==> src/rtl/pcie_bar_csr_if.sv <==
// Avalon-MM slave bus bundle for the BAR0 CSR block.
// The master modport is the HIP Rx master side. The slave modport is the register block side.
interface pcie_bar_csr_if #(
    parameter int ADDR_W = 4
) ();
    logic [ADDR_W-1:0] address;
    logic              read;
    logic              write;
    logic [31:0]       writedata;
    logic [3:0]        byteenable;
    logic [31:0]       readdata;
    logic              readdatavalid;
    logic              waitrequest;

    modport master (
        output address, read, write, writedata, byteenable,
        input  readdata, readdatavalid, waitrequest
    );

    modport slave (
        input  address, read, write, writedata, byteenable,
        output readdata, readdatavalid, waitrequest
    );
endinterface

==> src/rtl/pcie_bar_csr.sv <==
// BAR0 register block behind the Cyclone V PCIe HIP Rx master.
// It holds ID, scratch, control/status, a doorbell, an interval timer and access counters.
// It drives a level interrupt toward RxmIrq[0].
module pcie_bar_csr #(
    parameter int          ADDR_W   = 4,
    parameter logic [31:0] ID_VALUE = 32'h5043_4956
) (
    input  logic                   clk_clk,
    input  logic                   reset_reset_n,
    pcie_bar_csr_if.slave          avs,
    output logic                   irq_out
);
    localparam logic [ADDR_W-1:0] A_ID      = ADDR_W'(0);
    localparam logic [ADDR_W-1:0] A_SCRATCH = ADDR_W'(1);
    localparam logic [ADDR_W-1:0] A_CTRL    = ADDR_W'(2);
    localparam logic [ADDR_W-1:0] A_STATUS  = ADDR_W'(3);
    localparam logic [ADDR_W-1:0] A_DOORBEL = ADDR_W'(4);
    localparam logic [ADDR_W-1:0] A_DB_DATA = ADDR_W'(5);
    localparam logic [ADDR_W-1:0] A_TLOAD   = ADDR_W'(6);
    localparam logic [ADDR_W-1:0] A_TCOUNT  = ADDR_W'(7);
    localparam logic [ADDR_W-1:0] A_ACCESS  = ADDR_W'(8);

    // Register state
    logic        wait_reg;
    logic [31:0] scratch_reg, scratch_next;
    logic [2:0]  ctrl_reg, ctrl_next;
    logic [1:0]  status_reg, status_next;
    logic [7:0]  db_data_reg, db_data_next;
    logic [31:0] load_reg, load_next;
    logic [31:0] count_reg, count_next;
    logic [15:0] rd_cnt_reg, wr_cnt_reg;
    logic        irq_reg, irq_next;

    // Read pipeline: the sample stage, a delay stage, then the output stage
    logic        s1_valid_reg, s2_valid_reg, rvalid_reg;
    logic [31:0] s1_data_reg, s2_data_reg, rdata_reg;

    // Decoded strobes
    logic        rd_acc, wr_acc;
    logic        wr_scratch, wr_ctrl, wr_status, wr_db, wr_load;
    logic [31:0] be_mask;
    logic [31:0] rd_mux;
    logic        timer_en, timer_zero;
    logic [1:0]  status_set, status_clr;

    assign rd_acc     = avs.read  & ~wait_reg;
    assign wr_acc     = avs.write & ~wait_reg;
    assign wr_scratch = wr_acc && (avs.address == A_SCRATCH);
    assign wr_ctrl    = wr_acc && (avs.address == A_CTRL);
    assign wr_status  = wr_acc && (avs.address == A_STATUS);
    assign wr_db      = wr_acc && (avs.address == A_DOORBEL);
    assign wr_load    = wr_acc && (avs.address == A_TLOAD);

    assign timer_en   = ctrl_reg[0];
    assign timer_zero = (count_reg == 32'd0);

    // Expand byte enables into a bit mask for the byte-enabled RW registers
    genvar gi;
    generate
        for (gi = 0; gi < 4; gi++) begin : g_be
            assign be_mask[8*gi +: 8] = {8{avs.byteenable[gi]}};
        end
    endgenerate

    // Next-state logic for all software- and hardware-updated registers
    always_comb begin
        scratch_next = scratch_reg;
        ctrl_next    = ctrl_reg;
        db_data_next = db_data_reg;
        load_next    = load_reg;
        count_next   = count_reg;
        status_set   = 2'b00;
        status_clr   = 2'b00;

        if (wr_scratch)
            scratch_next = (scratch_reg & ~be_mask) | (avs.writedata & be_mask);
        // Only bits [2:0] exist, so only byte lane 0 can change CTRL
        if (wr_ctrl && avs.byteenable[0])
            ctrl_next = avs.writedata[2:0];
        if (wr_db && avs.byteenable[0]) begin
            db_data_next  = avs.writedata[7:0];
            status_set[0] = 1'b1;
        end
        if (wr_status && avs.byteenable[0])
            status_clr = avs.writedata[1:0];

        // The timer counts down and reloads on zero. A software load overrides both.
        if (timer_en) begin
            if (timer_zero) begin
                count_next    = load_reg;
                status_set[1] = 1'b1;
            end else begin
                count_next = count_reg - 32'd1;
            end
        end
        if (wr_load) begin
            load_next  = (load_reg & ~be_mask) | (avs.writedata & be_mask);
            count_next = load_next;
        end

        // A hardware set beats a software clear in the same cycle
        status_next = (status_reg & ~status_clr) | status_set;
        irq_next    = ctrl_reg[1] & (status_reg[0] | (status_reg[1] & ctrl_reg[2]));
    end

    // Read data mux, sampled at the accepting edge so that a read sees the pre-write value
    always_comb begin
        rd_mux = 32'd0;
        case (avs.address)
            A_ID:      rd_mux = ID_VALUE;
            A_SCRATCH: rd_mux = scratch_reg;
            A_CTRL:    rd_mux = {29'd0, ctrl_reg};
            A_STATUS:  rd_mux = {30'd0, status_reg};
            A_DB_DATA: rd_mux = {24'd0, db_data_reg};
            A_TLOAD:   rd_mux = load_reg;
            A_TCOUNT:  rd_mux = count_reg;
            A_ACCESS:  rd_mux = {wr_cnt_reg, rd_cnt_reg};
            default:   rd_mux = 32'd0;
        endcase
    end

    // Register file, counters and interrupt register
    always_ff @(posedge clk_clk or negedge reset_reset_n) begin
        if (!reset_reset_n) begin
            wait_reg    <= 1'b1;
            scratch_reg <= 32'd0;
            ctrl_reg    <= 3'd0;
            status_reg  <= 2'd0;
            db_data_reg <= 8'd0;
            load_reg    <= 32'd0;
            count_reg   <= 32'd0;
            rd_cnt_reg  <= 16'd0;
            wr_cnt_reg  <= 16'd0;
            irq_reg     <= 1'b0;
        end else begin
            wait_reg    <= 1'b0;
            scratch_reg <= scratch_next;
            ctrl_reg    <= ctrl_next;
            status_reg  <= status_next;
            db_data_reg <= db_data_next;
            load_reg    <= load_next;
            count_reg   <= count_next;
            rd_cnt_reg  <= rd_cnt_reg + {15'd0, rd_acc};
            wr_cnt_reg  <= wr_cnt_reg + {15'd0, wr_acc};
            irq_reg     <= irq_next;
        end
    end

    // Read response pipeline. Reset drops any read that is still in flight.
    always_ff @(posedge clk_clk or negedge reset_reset_n) begin
        if (!reset_reset_n) begin
            s1_valid_reg <= 1'b0;
            s1_data_reg  <= 32'd0;
            s2_valid_reg <= 1'b0;
            s2_data_reg  <= 32'd0;
            rvalid_reg   <= 1'b0;
            rdata_reg    <= 32'd0;
        end else begin
            s1_valid_reg <= rd_acc;
            s1_data_reg  <= rd_acc ? rd_mux : 32'd0;
            s2_valid_reg <= s1_valid_reg;
            s2_data_reg  <= s1_data_reg;
            rvalid_reg   <= s2_valid_reg;
            rdata_reg    <= s2_valid_reg ? s2_data_reg : 32'd0;
        end
    end

    assign avs.readdata      = rdata_reg;
    assign avs.readdatavalid = rvalid_reg;
    assign avs.waitrequest   = wait_reg;
    assign irq_out           = irq_reg;
endmodule

==> src/flat_wrapper.sv <==
// flat-port wrapper written by rule: the top's interface ports become plain ports
module pcie_bar_csr_flat 
#(
    parameter int          ADDR_W   = 4,
    parameter logic [31:0] ID_VALUE = 32'h5043_4956
)
  (clk_clk, reset_reset_n, irq_out, avs_address, avs_read, avs_write, avs_writedata, avs_byteenable, avs_readdata, avs_readdatavalid, avs_waitrequest);
  pcie_bar_csr_if #(.ADDR_W(ADDR_W)) avs_i ();
  input  logic clk_clk;
  input  logic reset_reset_n;
  output logic irq_out;
  input wire logic [$bits(avs_i.address)-1:0] avs_address;
  input wire logic [$bits(avs_i.read)-1:0] avs_read;
  input wire logic [$bits(avs_i.write)-1:0] avs_write;
  input wire logic [$bits(avs_i.writedata)-1:0] avs_writedata;
  input wire logic [$bits(avs_i.byteenable)-1:0] avs_byteenable;
  output wire logic [$bits(avs_i.readdata)-1:0] avs_readdata;
  output wire logic [$bits(avs_i.readdatavalid)-1:0] avs_readdatavalid;
  output wire logic [$bits(avs_i.waitrequest)-1:0] avs_waitrequest;
  assign avs_i.address = avs_address;
  assign avs_i.read = avs_read;
  assign avs_i.write = avs_write;
  assign avs_i.writedata = avs_writedata;
  assign avs_i.byteenable = avs_byteenable;
  assign avs_readdata = avs_i.readdata;
  assign avs_readdatavalid = avs_i.readdatavalid;
  assign avs_waitrequest = avs_i.waitrequest;
  pcie_bar_csr #(.ADDR_W(ADDR_W), .ID_VALUE(ID_VALUE)) u_core (.clk_clk(clk_clk), .reset_reset_n(reset_reset_n), .avs(avs_i), .irq_out(irq_out));
endmodule
==> config.mk <==
export PLATFORM = sky130hd
export DESIGN_NAME = pcie_bar_csr_flat
export DESIGN_NICKNAME = d
export VERILOG_FILES = /design/src/rtl/pcie_bar_csr_if.sv /design/src/rtl/pcie_bar_csr.sv /design/src/flat_wrapper.sv
export SDC_FILE = /design/constraint.sdc
export NUM_CORES = 1
export LEC_CHECK = 0
export BUFFER_PORTS_ARGS = -buffer_cell sky130_fd_sc_hd__buf_2
export CORE_ASPECT_RATIO = 1.1
export CORE_MARGIN = 3
export CORE_UTILIZATION = 45
export DETAILED_ROUTE_END_ITERATION = 8
export GPL_TIMING_DRIVEN = 0
export PLACE_DENSITY_LB_ADDON = 0.25
export SLEW_MARGIN = 20
export SYNTH_ARGS = -nofsm -noshare
export SYNTH_HDL_FRONTEND = slang
export SYNTH_SLANG_ARGS = --single-unit
==> constraint.sdc <==
create_clock -name clk_clk -period 2 [get_ports clk_clk]
set_input_delay 0.2 -clock clk_clk [delete_from_list [all_inputs] [get_ports clk_clk]]
set_output_delay 0.2 -clock clk_clk [all_outputs]
set_load 0.01 [all_outputs]
==> impl_metrics.py, run 1 <==
metrics = {
    "run_status": {
        "status": "finished with violations",
        "violations": "setup timing",
    },
    "sta": {
        "tns_ns": -2.87,
        "fmax_mhz": 462,
        "slew_headroom_pct": 27.4,
        "post-route-period-util_pct": 108,
        "setup_violations": 31,
        "min_period_ns": 2.16,
        "hold_viol": 0,
        "worst_pin_slew_ns": 1.09,
        "drv_slew": 0,
        "layout_setup_ws_ns": -0.163,
        "finClkSkew_ns": 0.0129,
        "grt_setup_unrepaired": "true",
        "hold-worst-slack_ns": 0.0345,
    },
    "drt": {
        "first_iter_violations": 1024,
        "wl_per_cell_um": 22.5,
        "routed_wl_um": 32100,
        "drc": 0,
        "ant_nets": 0,
        "num_vias": 8737,
        "vias_per_cell": 6.11,
        "drt_first_pass_iters": 5,
    },
    "yosys": {
        "synth_top_family_by_area": "simple AND/OR/NAND/NOR gates",
        "synth_compound_area_share_pct": 13.1,
        "yosys.area_share.adder_pct": 0.686,
        "yosys_warnings": 0,
        "yosys.area_share.xor_xnor_pct": 3.44,
        "synth_fp_nets": 988,
        "synth_cell_types": 68,
        "muxShareOfSynthArea_pct": 10.7,
        "synth-seq-cells": 242,
        "yosys.area_share.simple_pct": 14.0,
        "syn-cell-area_mm2": 0.0109,
        "synth_edf_count": 0,
        "synth-main-ff-cell": "dfrtp_1",
        "avgSynthCellArea_um2": 11.7,
        "ys_seq_area_share_pct": 55.4,
        "synthArstFlopShare_pct": 100,
        "synthCells": 938,
    },
    "floorplanning": {
        "std_cell_rows": 59,
        "core_mm2": 0.0238,
        "die_h_um": 169,
        "dieArea_mm2": 0.0262,
        "die_width_um": 155,
        "initial_utilization_pct": 46.0,
        "pin_count": 79,
    },
    "layout": {
        "regArea_mm2": 0.00607,
        "nNetsFinal": 1158,
        "most-common-layout-cells": "dfrtp_1 (228), buf_2 (83), mux2_2 (74)",
        "fill_cells": 1972,
        "diodes": 0,
        "multi_input_area_mm2": 0.00500,
        "syn_to_final_growth_pct": 26.4,
        "final_common_cell": "dfrtp_1",
        "layout-drive-gt1-share_pct": 31.9,
    },
    "worst_setup_path": {
        "critPathCaptureType": "flip-flop",
        "critical_path_arrival_ns": 2.62,
        "worstPathMaxFanout": 4,
        "required_ns": 2.46,
        "r2r-end": "u_core.count_reg[12]",
        "r2r_slack_ns": -0.16,
        "startpoint_type": "flip-flop",
        "regToRegStartpoint": "u_core.count_reg[22]",
        "critPathKind": "reg -> reg",
        "worst_r2r_path_depth": 8,
    },
    "cts": {
        "clock-sinks": 242,
        "cts_buffers": 25,
        "clockRootBuffer": "clkbuf_16",
        "cts_buffer_depth": 3,
        "h-tree-depth": 1,
        "path_clk_slew_ns": 0.07,
        "cts_tree": "built",
        "clock_latency_ns": 0.53,
    },
    "min_path": {
        "hp-start": "avs_writedata[1]",
        "whs_path_depth": 2,
        "hold_path.class": "in -> reg",
    },
    "global_routing": {
        "grt_first_pass_wirelength_um": 49900,
        "track_usage_pct": 24.4,
        "grt_max_degree": 98,
        "antenna_found_initial": 0,
        "grt-ovfl-total": 0,
        "grt_pass1_vias": 8500,
    },
    "place": {
        "dp_hpwl_um": 21000,
        "io_buffers": 77,
        "gp_congestion": 0.962,
    },
    "pwr": {
        "peakVddDrop_uv": 524,
        "leakagePower_nw": 6.23,
        "powerDensity_mw_per_mm2": 1010,
    },
    "flow_run": {
        "drv_cap": 0,
    },
}
-- power breakdown --
part	total, mW	internal (mW)	switching, mW
sequential	6.32	5.50	0.823
clock	5.02	3.02	2.00
combinational	2.65	1.24	1.41
total	14.0	9.75	4.24
-- logic make-up (layout without fill, tap and decap cells) --
group,count (synthesis),after routing
xor gates and xnor gates,43,43
AOI/OAI and AO/OA,195,195
other,1,1
muxes,108,108
buffers and inverters,66,253
and+or+nand+nor,277,277
adders and majority gates,6,6
DFF,242,242
-- critical path: stages (launching register included) --
cell and delay (ns):
dfrtp_2 0.44, nor4_4 0.39, nand4_2 0.21, nor4_4 0.35
buf_6 0.18, buf_4 0.11, buf_6 0.09, a311o_1 0.15
o221a_2 0.18
-- stage by stage --
stage               util [%]  instance area, µm²  setup slack, ns  power (mW)  cells
floorplan                  -               10900          0.00186        7.52    938
global placement        49.3               11700            -3.59        8.27   1320
detailed placement      49.6               11800           -0.631        8.37   1322
CTS                     57.2               13600           -0.129        13.8   1423
global route            58.1               13800           -0.230        14.6   1430
finish                  58.1               13800           -0.163        14.0   1430
-- metal layers --
layer	vias up	track usage [%]	part of all wire, %
met1	4332	34.4	41
met3	120	5.46	10
met5	-	0	0
li1	3828	-	-
met2	457	36.2	45
met4	0	11.1	4.7
-- final cells by class --
cell class	instances	share of cell area (%)
well taps	305	2.76
clock inverters	17	1.66
plain buffers	49	2.15
clock buffers	27	4.73
repair buffers	152	8.33
flip-flops and latches	242	43.9
inverters	8	0.235
multi-input cells	630	36.2
-- worst max path at each step --
stage | startpoint | endpoint | slack (ns) | cells past startpoint
after floorplan | u_core.count_reg[15] | u_core.count_reg[11] | 0.002 | 7
after global placement | reset_reset_n | u_core.load_reg[3] | -3.59 | 1
after detailed placement | u_core.avs.waitrequest | u_core.count_reg[27] | -0.63 | 7
after CTS | u_core.count_reg[2] | u_core.count_reg[8] | -0.13 | 7
after global routing | u_core.count_reg[22] | u_core.count_reg[10] | -0.23 | 7
final | u_core.count_reg[22] | u_core.count_reg[12] | -0.16 | 8
-- repair_timing --
item,4_1_cts,5_1_grt
endpoints found under the hold margin,146,0
setup endpoints to repair,122,69
buffers inserted,26,12
gates resized for setup,106,48
cloned,4,0
hold buffers,33,0
pin swaps,23,25
-- synth_stat cells, types with 13 or more instances --
library cell    n  share of area (%)
and3_1         13               0.74
a22oi_1        46                3.2
xnor2_1        33                2.6
dfrtp_1       241                 55
nor3_1         30                1.4
o21ai_0        15               0.69
nand2_1        54                1.9
and2_1         33                1.9
nor2_1         45                1.5
a31oi_1        24                1.4
mux2_2         74                7.6
nor2b_1        14               0.80
clkbuf_1       38                1.3
nand3_1        30                1.4
a21oi_1        32                1.5
mux2i_1        34                3.1
Power figures use the tool's default switching activity.
==> run 2, diff against run 1 <==
--- a/config.mk
+++ b/config.mk
@@ -8,11 +8,11 @@
 export BUFFER_PORTS_ARGS = -buffer_cell sky130_fd_sc_hd__buf_2
 export CORE_ASPECT_RATIO = 1.1
 export CORE_MARGIN = 3
-export CORE_UTILIZATION = 45
+export CORE_UTILIZATION = 54
 export DETAILED_ROUTE_END_ITERATION = 8
 export GPL_TIMING_DRIVEN = 0
 export PLACE_DENSITY_LB_ADDON = 0.25
-export SLEW_MARGIN = 20
+export SLEW_MARGIN = 0
 export SYNTH_ARGS = -nofsm -noshare
 export SYNTH_HDL_FRONTEND = slang
 export SYNTH_SLANG_ARGS = --single-unit
==> run 2 against run 1 <==
  * The run still ends with setup timing left
  * Via count rose by 0.78%
  * Die area fell by 16%
  * Core utilization rose by 13 points
  * Critical path depth fell by 2
  * Critical endpoint is now u_core.count_reg[24]
  * Largest cell class unchanged
==> impl_metrics.py, run 2 (synthesis results as in run 1) <==
metrics = {
    "layout": {
        "fill_cells": 1381,
        "syn_to_final_growth_pct": 27.1,
        "most-common-layout-cells": "dfrtp_1 (231), buf_2 (84), mux2_2 (74)",
        "instances_no_fill": 1387,
        "layout-drive-gt1-share_pct": 33.0,
        "diodes": 0,
        "nNetsFinal": 1172,
        "final_common_cell": "dfrtp_1",
    },
    "cts": {
        "clock_latency_ns": 0.52,
        "cts_buffers": 24,
        "clock-sinks": 242,
        "h-tree-depth": 1,
        "cts_buffer_depth": 3,
        "cts_tree": "built",
        "clockRootBuffer": "clkbuf_16",
        "path_clk_slew_ns": 0.07,
    },
    "pwr": {
        "leakagePower_nw": 6.28,
        "p_int_mw": 9.67,
        "p_sw_share_pct": 30.2,
        "peakVddDrop_uv": 831,
        "switchingPower_mw": 4.19,
        "pwr-share-seq_pct": 45.5,
        "powerDensity_mw_per_mm2": 997,
        "p_comb_share_pct": 19.2,
        "clkPwrFrac_pct": 35.3,
    },
    "sta": {
        "tns_ns": -5.32,
        "hold_viol": 0,
        "hold-worst-slack_ns": 0.0528,
        "fmax_mhz": 445,
        "grt_setup_unrepaired": "true",
        "drv_slew": 0,
        "slew_headroom_pct": 36.8,
        "setup_violations": 33,
        "post-route-period-util_pct": 112,
        "min_period_ns": 2.25,
        "layout_setup_ws_ns": -0.248,
        "finClkSkew_ns": 0.0123,
        "worst_pin_slew_ns": 0.948,
    },
    "drt": {
        "first_iter_violations": 1050,
        "drc": 0,
        "routed_wl_um": 31700,
        "num_vias": 8805,
        "vias_per_cell": 6.35,
        "ant_nets": 0,
        "wl_per_cell_um": 22.8,
        "drt_first_pass_iters": 7,
    },
    "global_routing": {
        "grt_max_degree": 93,
        "grt-ovfl-total": 0,
        "track_usage_pct": 28.0,
        "grt_first_pass_wirelength_um": 48000,
        "antenna_found_initial": 0,
        "grt_pass1_vias": 8275,
    },
    "place": {
        "post-place-ws_ns": -0.674,
        "gp_congestion": 0.961,
        "dp_cells": 1265,
        "io_buffers": 77,
        "dp_hpwl_um": 20500,
    },
    "worst_setup_path": {
        "critPathCaptureType": "flip-flop",
        "startpoint_type": "flip-flop",
        "critPathKind": "reg -> reg",
        "critical_path_arrival_ns": 2.67,
        "worstPathMaxFanout": 7,
        "required_ns": 2.42,
    },
    "floorplanning": {
        "std_cell_rows": 53,
        "core_mm2": 0.0195,
        "die_width_um": 142,
        "pin_count": 79,
        "initial_utilization_pct": 56.1,
        "die_h_um": 155,
        "dieArea_mm2": 0.0220,
    },
    "run_status": {
        "status": "finished with violations",
        "violations": "setup timing",
    },
    "min_path": {
        "hold_path.class": "in -> reg",
    },
    "flow_run": {
        "drv_cap": 0,
    },
}
## run 2: cell types whose count changed in the layout (fill, tap and decap cells not counted), sizes merged
cell	change
clkinv	-4
clkbuf	+7
inv	-1
clkinvlp	+2
buf	+13
bufinv	-2
## run 2: layer usage
metal / share of wire, % / GRT usage [%]
met1: 41 / 40.1
met5: 0 / 0
met3: 10 / 5.20
met4: 4.6 / 11.5
met2: 44 / 42.4
## run 2: path summary, 6_finish.rpt
check,startpoint,endpoint,slack [ns],cells after the start
max in group asynchronous,reset_reset_n,u_core.count_reg[3],0.54,4
min,avs_writedata[1],u_core.load_reg[1],0.05,2
max reg2reg,u_core.count_reg[4],u_core.count_reg[24],-0.25,6
min in group asynchronous,reset_reset_n,u_core.avs.readdata[22],0.21,2
min reg2reg,u_core.s1_data_reg[28],u_core.s2_data_reg[28],0.34,0
max,u_core.count_reg[4],u_core.count_reg[24],-0.25,6
## run 2: timing repair
| item | 4_1_cts | 5_1_grt |
|---|---|---|
| hold buffers | 32 | 1 |
| pin swaps | 10 | 30 |
| hold endpoints to repair | 140 | 1 |
| gates resized for setup | 86 | 70 |
| setup buffers | 27 | 22 |
| endpoints found under the setup margin | 113 | 91 |
| cloned | 1 | 2 |
## run 2: area by class of cell
type                            instances  area [µm²]  area share, %
Timing Repair Buffer                  165        1240           8.95
Inverter                                8        33.8          0.243
Sequential cell                       242        6070           43.7
Clock inverter                         12         156           1.13
Multi-Input combinational cell        630        5060           36.4
Buffer                                 51         305           2.20
Tap cell                              247         309           2.22
Clock buffer                           32         722           5.20
## run 2: power by group through the flow
stage	registers, mW	clock network, mW	logic [mW]
after floorplan	6.02	0	1.51
after global placement	6.23	0	2.04
after detailed placement	6.25	0	2.10
after CTS	6.23	4.95	2.37
after global routing	6.36	5.15	2.85
final	6.31	4.89	2.66
## run 2: worst max-delay path: stages (launching register included)
cell      delay [ns]
dfrtp_2         0.42
nor4_4          0.43
buf_6           0.20
nand4_1         0.25
or2_2           0.42
mux2i_1         0.13
a221oi_1        0.30
## run 2: stage by stage
stage          cell area, µm²  util [%]  power [mW]
2_1_floorplan           10900         -        7.52
3_3_place_gp            11600      59.7        8.27
3_5_place_dp            11700      60.1        8.36
4_1_cts                 13400      68.5        13.5
5_1_grt                 13900      71.3        14.4
6_report                13900      71.3        13.9
